## src/rtl/wb_bus_pkg.sv

```systemverilog
// Shared Wishbone bus constants, arbiter state encoding and sizing helpers.
// Pure declarations; no logic, latency or backpressure of its own.
package wb_bus_pkg;

  localparam int WB_DEF_NUM_MASTERS = 4;
  localparam int WB_DEF_DATA_MSB    = 15;
  localparam int WB_DEF_ADDR_MSB    = 15;
  localparam int WB_DEF_TIMEOUT     = 1023;

  typedef enum logic [1:0] {
    ST_IDLE    = 2'd0,
    ST_ARB     = 2'd1,
    ST_BUSY    = 2'd2,
    ST_RELEASE = 2'd3
  } arb_state_e;

  function automatic int idx_width(input int n);
    return (n > 1) ? $clog2(n) : 1;
  endfunction

  // A disabled watchdog still needs a legal 1-bit counter.
  function automatic int wdog_width(input int limit);
    return (limit > 0) ? $clog2(limit + 1) : 1;
  endfunction

endpackage

```

## src/rtl/rr_priority_select.sv

```systemverilog
// Round-robin pick: first requester after i_last, wrapping; combinational, zero latency.
// No backpressure; o_any=0 when no request is present.
module rr_priority_select
  import wb_bus_pkg::*;
#(
  parameter int NUM_MASTERS = WB_DEF_NUM_MASTERS,
  parameter int IW          = idx_width(NUM_MASTERS)
) (
  input  logic [NUM_MASTERS-1:0] i_req,
  input  logic [IW-1:0]          i_last,
  output logic [NUM_MASTERS-1:0] o_gnt,
  output logic [IW-1:0]          o_idx,
  output logic                   o_any
);

  logic [IW-1:0] w_cand;

  always_comb begin
    o_gnt  = '0;
    o_idx  = '0;
    o_any  = 1'b0;
    w_cand = '0;
    // k=NUM_MASTERS revisits i_last itself, so it ends up lowest priority.
    for (int k = 1; k <= NUM_MASTERS; k++) begin
      w_cand = IW'((int'(i_last) + k) % NUM_MASTERS);
      if (!o_any && i_req[w_cand]) begin
        o_any         = 1'b1;
        o_idx         = w_cand;
        o_gnt[w_cand] = 1'b1;
      end
    end
  end

endmodule

```

## src/rtl/wb_bus_arbiter.sv

```systemverilog
// N-master to 1-slave Wishbone arbiter, round-robin, no preemption, grant 2 cycles after request.
// Non-granted masters see STALL=1; slave STALL/ACK pass through to the granted master only.
module wb_bus_arbiter
  import wb_bus_pkg::*;
#(
  parameter int NUM_MASTERS           = WB_DEF_NUM_MASTERS,
  parameter int WISHBONE_DATAWIDTH    = WB_DEF_DATA_MSB,
  parameter int WISHBONE_ADDRESSWIDTH = WB_DEF_ADDR_MSB,
  parameter int TIMEOUT_CYCLES        = WB_DEF_TIMEOUT
) (
  input  logic                                              CLK_I,
  input  logic                                              RST_I,
  input  logic [NUM_MASTERS-1:0]                            M_CYC_I,
  input  logic [NUM_MASTERS-1:0]                            M_STB_I,
  input  logic [NUM_MASTERS-1:0]                            M_WE_I,
  input  logic [NUM_MASTERS*(WISHBONE_ADDRESSWIDTH+1)-1:0]  M_ADR_I,
  input  logic [NUM_MASTERS*(WISHBONE_DATAWIDTH+1)-1:0]     M_DAT_I,
  output logic [WISHBONE_DATAWIDTH:0]                       M_DAT_O,
  output logic [NUM_MASTERS-1:0]                            M_ACK_O,
  output logic [NUM_MASTERS-1:0]                            M_STALL_O,
  output logic [NUM_MASTERS-1:0]                            M_GNT_O,
  output logic                                              S_CYC_O,
  output logic                                              S_STB_O,
  output logic                                              S_WE_O,
  output logic [WISHBONE_ADDRESSWIDTH:0]                    S_ADR_O,
  output logic [WISHBONE_DATAWIDTH:0]                       S_DAT_O,
  input  logic [WISHBONE_DATAWIDTH:0]                       S_DAT_I,
  input  logic                                              S_ACK_I,
  input  logic                                              S_STALL_I,
  output logic                                              TIMEOUT_O
);

  localparam int DW  = WISHBONE_DATAWIDTH + 1;
  localparam int AW  = WISHBONE_ADDRESSWIDTH + 1;
  localparam int IW  = idx_width(NUM_MASTERS);
  localparam int WDW = wdog_width(TIMEOUT_CYCLES);
  localparam logic [WDW-1:0] WD_LIMIT = WDW'(TIMEOUT_CYCLES);
  localparam bit             WD_EN    = (TIMEOUT_CYCLES != 0);

  arb_state_e             r_state, w_state_nxt;
  logic [NUM_MASTERS-1:0] r_gnt, w_gnt_nxt;
  logic [IW-1:0]          r_last, w_last_nxt;
  logic [WDW-1:0]         r_wdog, w_wdog_nxt;

  logic [NUM_MASTERS-1:0] w_sel_gnt;
  logic [IW-1:0]          w_sel_idx;
  logic                   w_sel_any;
  logic                   w_timeout;
  logic                   w_busy;

  rr_priority_select #(
    .NUM_MASTERS (NUM_MASTERS),
    .IW          (IW)
  ) u_rr (
    .i_req  (M_CYC_I),
    .i_last (r_last),
    .o_gnt  (w_sel_gnt),
    .o_idx  (w_sel_idx),
    .o_any  (w_sel_any)
  );

  assign w_timeout = WD_EN && (r_state == ST_BUSY) && (r_wdog == WD_LIMIT);
  assign w_busy    = (r_state == ST_BUSY) && !w_timeout;

  always_ff @(posedge CLK_I or negedge RST_I) begin
    if (!RST_I) begin
      r_state <= ST_IDLE;
      r_gnt   <= '0;
      r_last  <= IW'(NUM_MASTERS - 1);
      r_wdog  <= '0;
    end else begin
      r_state <= w_state_nxt;
      r_gnt   <= w_gnt_nxt;
      r_last  <= w_last_nxt;
      r_wdog  <= w_wdog_nxt;
    end
  end

  always_comb begin
    w_state_nxt = r_state;
    w_gnt_nxt   = r_gnt;
    w_last_nxt  = r_last;
    w_wdog_nxt  = r_wdog;
    case (r_state)
      ST_IDLE: begin
        if (|M_CYC_I) w_state_nxt = ST_ARB;
      end
      ST_ARB: begin
        if (w_sel_any) begin
          w_state_nxt = ST_BUSY;
          w_gnt_nxt   = w_sel_gnt;
          w_last_nxt  = w_sel_idx;
          w_wdog_nxt  = '0;
        end else begin
          w_state_nxt = ST_IDLE;
          w_gnt_nxt   = '0;
        end
      end
      ST_BUSY: begin
        w_wdog_nxt = r_wdog + 1'b1;
        if (w_timeout || !M_CYC_I[r_last]) begin
          w_state_nxt = ST_RELEASE;
          w_gnt_nxt   = '0;
        end
      end
      default: begin
        w_state_nxt = ST_IDLE;
        w_gnt_nxt   = '0;
      end
    endcase
  end

  // r_last doubles as the current grant index while BUSY.
  assign S_CYC_O   = w_busy & M_CYC_I[r_last];
  assign S_STB_O   = w_busy & M_STB_I[r_last];
  assign S_WE_O    = w_busy & M_WE_I[r_last];
  assign S_ADR_O   = M_ADR_I[r_last*AW +: AW];
  assign S_DAT_O   = M_DAT_I[r_last*DW +: DW];
  assign M_DAT_O   = S_DAT_I;
  assign M_GNT_O   = w_timeout ? '0 : r_gnt;
  assign TIMEOUT_O = w_timeout;

  always_comb begin
    M_ACK_O   = '0;
    M_STALL_O = '1;
    if (w_busy) begin
      M_ACK_O[r_last]   = S_ACK_I;
      M_STALL_O[r_last] = S_STALL_I;
    end
  end

endmodule

```

## config.mk

```make
export PLATFORM = sky130hd
export DESIGN_NAME = wb_bus_arbiter
export DESIGN_NICKNAME = d
export VERILOG_FILES = /design/src/rtl/wb_bus_pkg.sv /design/src/rtl/rr_priority_select.sv /design/src/rtl/wb_bus_arbiter.sv
export SDC_FILE = /design/constraint.sdc
export NUM_CORES = 1
export LEC_CHECK = 0
export ABC_AREA = 1
export CORE_UTILIZATION = 33
export DETAILED_ROUTE_END_ITERATION = 8
export GPL_TIMING_DRIVEN = 0
export PLACE_DENSITY = 0.93
export SLEW_MARGIN = 20
export SYNTH_ARGS = -nofsm -noshare
export SYNTH_HDL_FRONTEND = slang
export SYNTH_HIERARCHICAL = 1
export SYNTH_SLANG_ARGS = --single-unit
export TNS_END_PERCENT = 1
```

## constraint.sdc

```tcl
create_clock -name CLK_I -period 3.5 [get_ports CLK_I]
set_input_delay 0.7 -clock CLK_I [delete_from_list [all_inputs] [get_ports CLK_I]]
set_output_delay 0.7 -clock CLK_I [all_outputs]
set_load 0.02 [all_outputs]
```

==> flow_summary.yaml, run 1 <==
synth:
  synth.top_cell.area_share: 0.1790
  synth_area_per_cell_um2: 6.452
  synth_ff_type: "dfrtp_1"
  synth_fp_nets: 533
  syn_area_mm2: 0.002349
  register_area_share_after_synthesis: 0.1929
  synthArstFlopShare: 1.000
  synth-seq-cells: 18
  synthMostInstantiatedCell: "nand2_1"
  synth_edf_count: 0
  ys.warnings.count: 6
  post_synth_main_area_contributors: "a22oi_1, dfrtp_1, nand2_1, nand3_1, buf_4"
  post_synth_num_cell_types: 32
  top_cell_type_by_total_area_after_synthesis: "a22oi_1"
  synth.cells.most_frequent: "nand2_1, a22oi_1, inv_1"
  syn_inst: 364
finish:
  fillers: 603
  area_growth_pct: 95.26
  share_of_cells_above_drive_strength_1: 0.1096
  area.sequential_um2: 452.9
  finish.utilization: 0.6712
  n_antenna_cell: 0
  num-nets-final: 745
  instances_no_fill: 671
  design_area_final_mm2: 0.004586
  multi_input_comb_area_mm2: 0.001556
routing:
  detail_route.wirelength_mm: 11.51
  route.layer.met1.wl_mm: 4.357
  route.met2.wl_mm: 5.594
  remaining_drc_errors: 0
  post_drt_via_cell_ratio: 5.146
  ant_nets: 0
  detailedRoute.firstIterationViolations: 180
  drt_pre_antenna_iters: 4
  top_signal_layer_used: "met4"
  vias: 3453
  detailroute.wirelength.met3_mm: 1.411
  avgRoutedWirePerCell_um: 17.16
timing:
  tightest_slew_ps: 831.9
  timing.final.max_slew_violations: 0
  final_period_demand_of_the_worst_path_ps: 3299
  timing.slew.headroom: 0.4437
  timing_hold_violations_final: 0
  setup_viol_count_final: 0
  fin_tns_setup_ps: 0
  setup_ws_ps: 200.8
  worst_clock_skew_ps: 5.379
  clock.fmax_mhz: 303.1
  setup_repair_after_global_routing_missed_its_margin: "no"
  post-route-period-util: 0.9426
hold_path:
  hold_class: "reg -> reg"
  whs_path_depth: 2
placed_design:
  post-place-ws_ps: 389.0
  gp_congestion: 0.9465
  dp_hpwl_mm: 9.578
  buffer_ports.inserted: 207
  dpl_cell_area_mm2: 0.004541
  place_inst: 667
worst_setup_path:
  worst_ep_required_time_ps: 2800
  critical_path_arrival_ps: 2600
  worstSetupPathDepth: 7
  timing.critical_path.max_delay_family: "buffers and inverters"
  crit_fanout: 10
  crit_path_max_delay_cell_type: "clkdlybuf4s50_1"
  timing.critical_path.cells: "buf_2, nand2_1, inv_2, buf_2, a22oi_1, nand2_1, clkdlybuf4s50_1"
  crit_path_max_incr_delay_ps: 660
  worstSetupStartpointType: "flop"
  critical_path_class: "reg -> out"
  critPathBufInv: 4
  crit_path_end_kind: "output pin"
  worstRegToRegCells: 12
die:
  rows: 30
  floorplan.die_area_mm2: 0.007458
  initial_core_util: 0.3438
  die_h_um: 86.36
  die_w_um: 86.36
  io_pins: 224
  core-area_mm2: 0.006832
clocking:
  clock_tree.buffer_depth: 2
  cts_buf_count: 3
  post_cts_setup_driven_buffer_insertion_count: 0
  holdBufCountCts: 0
  cts_root_buffer: "clkbuf_8"
  tritoncts_num_sinks: 18
  post_cts_resized: 0
  clkTransAtPathRegs_ps: 70
  cts_htree_levels: 1
  tritoncts_clock_tree: "yes"
  clkLatencyLatePin_ps: 260
grt:
  overflow: 0
  first_global_vias: 3360
  grt_pass1_wl_mm: 17.29
  grt_usage: 0.3007
  grt_start_max_net_pins: 19
  antenna_found_initial: 0
power:
  vdd_drop_max_uv: 565.4
  reported_leakage_power_nw: 2.033
  cellPowerDensity_mw_per_mm2: 746.3
status:
  status: "completed"
flow_run:
  drv.max_cap_violation_count: 0
## final cells by class
type / instances / area share
inverter: 39 / 0.03247
clock buffer: 4 / 0.009823
tap: 96 / 0.02619
timing repair buffer: 207 / 0.4518
sequential: 18 / 0.09877
buffer: 30 / 0.04147
multi-input combinational: 277 / 0.3394
## layout by cell type (no fill, tap or decap), types with 2 or more instances in the layout
cell               n
clkdlybuf4s50_1  207
nand2_1          103
a22oi_1           56
inv_1             32
nand3_1           31
buf_4             16
dfrtp_1           16
nor2_1            15
buf_2             14
o21ai_0           10
ha_1               9
a21oi_1            8
nand2_2            7
nand4_1            7
inv_2              6
nor2_2             5
nor3_1             4
a21boi_0           4
clkbuf_8           3
nand3_2            2
nand2_4            2
nor4_1             2
a31oi_1            2
o22ai_1            2
dfstp_2            2
## sequential cells by signal (all words and copies together) (netlist names)
signal and flops:
r_gnt 4, r_state 2, r_last 2, r_wdog 10
## logic make-up after synthesis
| family | synth area share |
|---|---|
| compound gates | 0.2600 |
| buf+inv | 0.1444 |
| flops | 0.1929 |
| fa+ha+maj | 0.04795 |
| simple gates | 0.3548 |
## power breakdown
group | switching [mW] | total [mW] | leakage, nW | internal (mW)
Sequential | 0.0859 | 0.367 | 0.236 | 0.281
Clock | 0.0741 | 0.155 | 0.0228 | 0.0811
Combinational | 1.71 | 2.90 | 1.77 | 1.19
Total | 1.87 | 3.42 | 2.03 | 1.55
## per-stage QoR
step	total power, mW	hold WS (ps)
6_report	3.422	480.7
3_3_place_gp	3.169	455.6
2_1_floorplan	2.013	404.4
4_1_cts	3.406	478.7
5_1_grt	3.683	491.1
3_5_place_dp	3.233	460.6
## path summary, 6_finish.rpt
path	start	endpoint	slack, ps
max	r_last[1]$_DFFE_PN1P_	S_DAT_O[10]	200
max reg2reg	r_last[0]$_DFFE_PN1P_	r_wdog[7]$_DFFE_PN0P_	1270
min	r_gnt[1]$_DFFE_PN0P_	r_gnt[1]$_DFFE_PN0P_	480
min in group asynchronous	RST_I	r_wdog[7]$_DFFE_PN0P_	910
max in group asynchronous	RST_I	r_wdog[4]$_DFFE_PN0P_	2070
min reg2reg	r_gnt[1]$_DFFE_PN0P_	r_gnt[1]$_DFFE_PN0P_	480
## worst min-delay path, cell delays in order, from the launching register on
cell     delay, ps
dfrtp_1        350
nand2_1         50
nand2_1         50
## layer usage
metal / vias to the layer above / global-route usage
met4: 0 / 0.06212
met3: 11 / 0.1210
met2: 190 / 0.5289
li1: 1659 / -
met1: 1593 / 0.3435
met5: - / 0
Power figures use the tool's default switching activity.
==> inputs of run 2 (changes only) <==
HOLD_SLACK_MARGIN = 0.06   (was unset)
==> results of run 2 <==
Final layout, timing and power as in run 1 (identical DEF).
==> inputs of run 3 (changes only) <==
CAP_MARGIN = 20   (was unset)
==> results of run 3 <==
Final layout, timing and power as in run 1 (identical DEF).
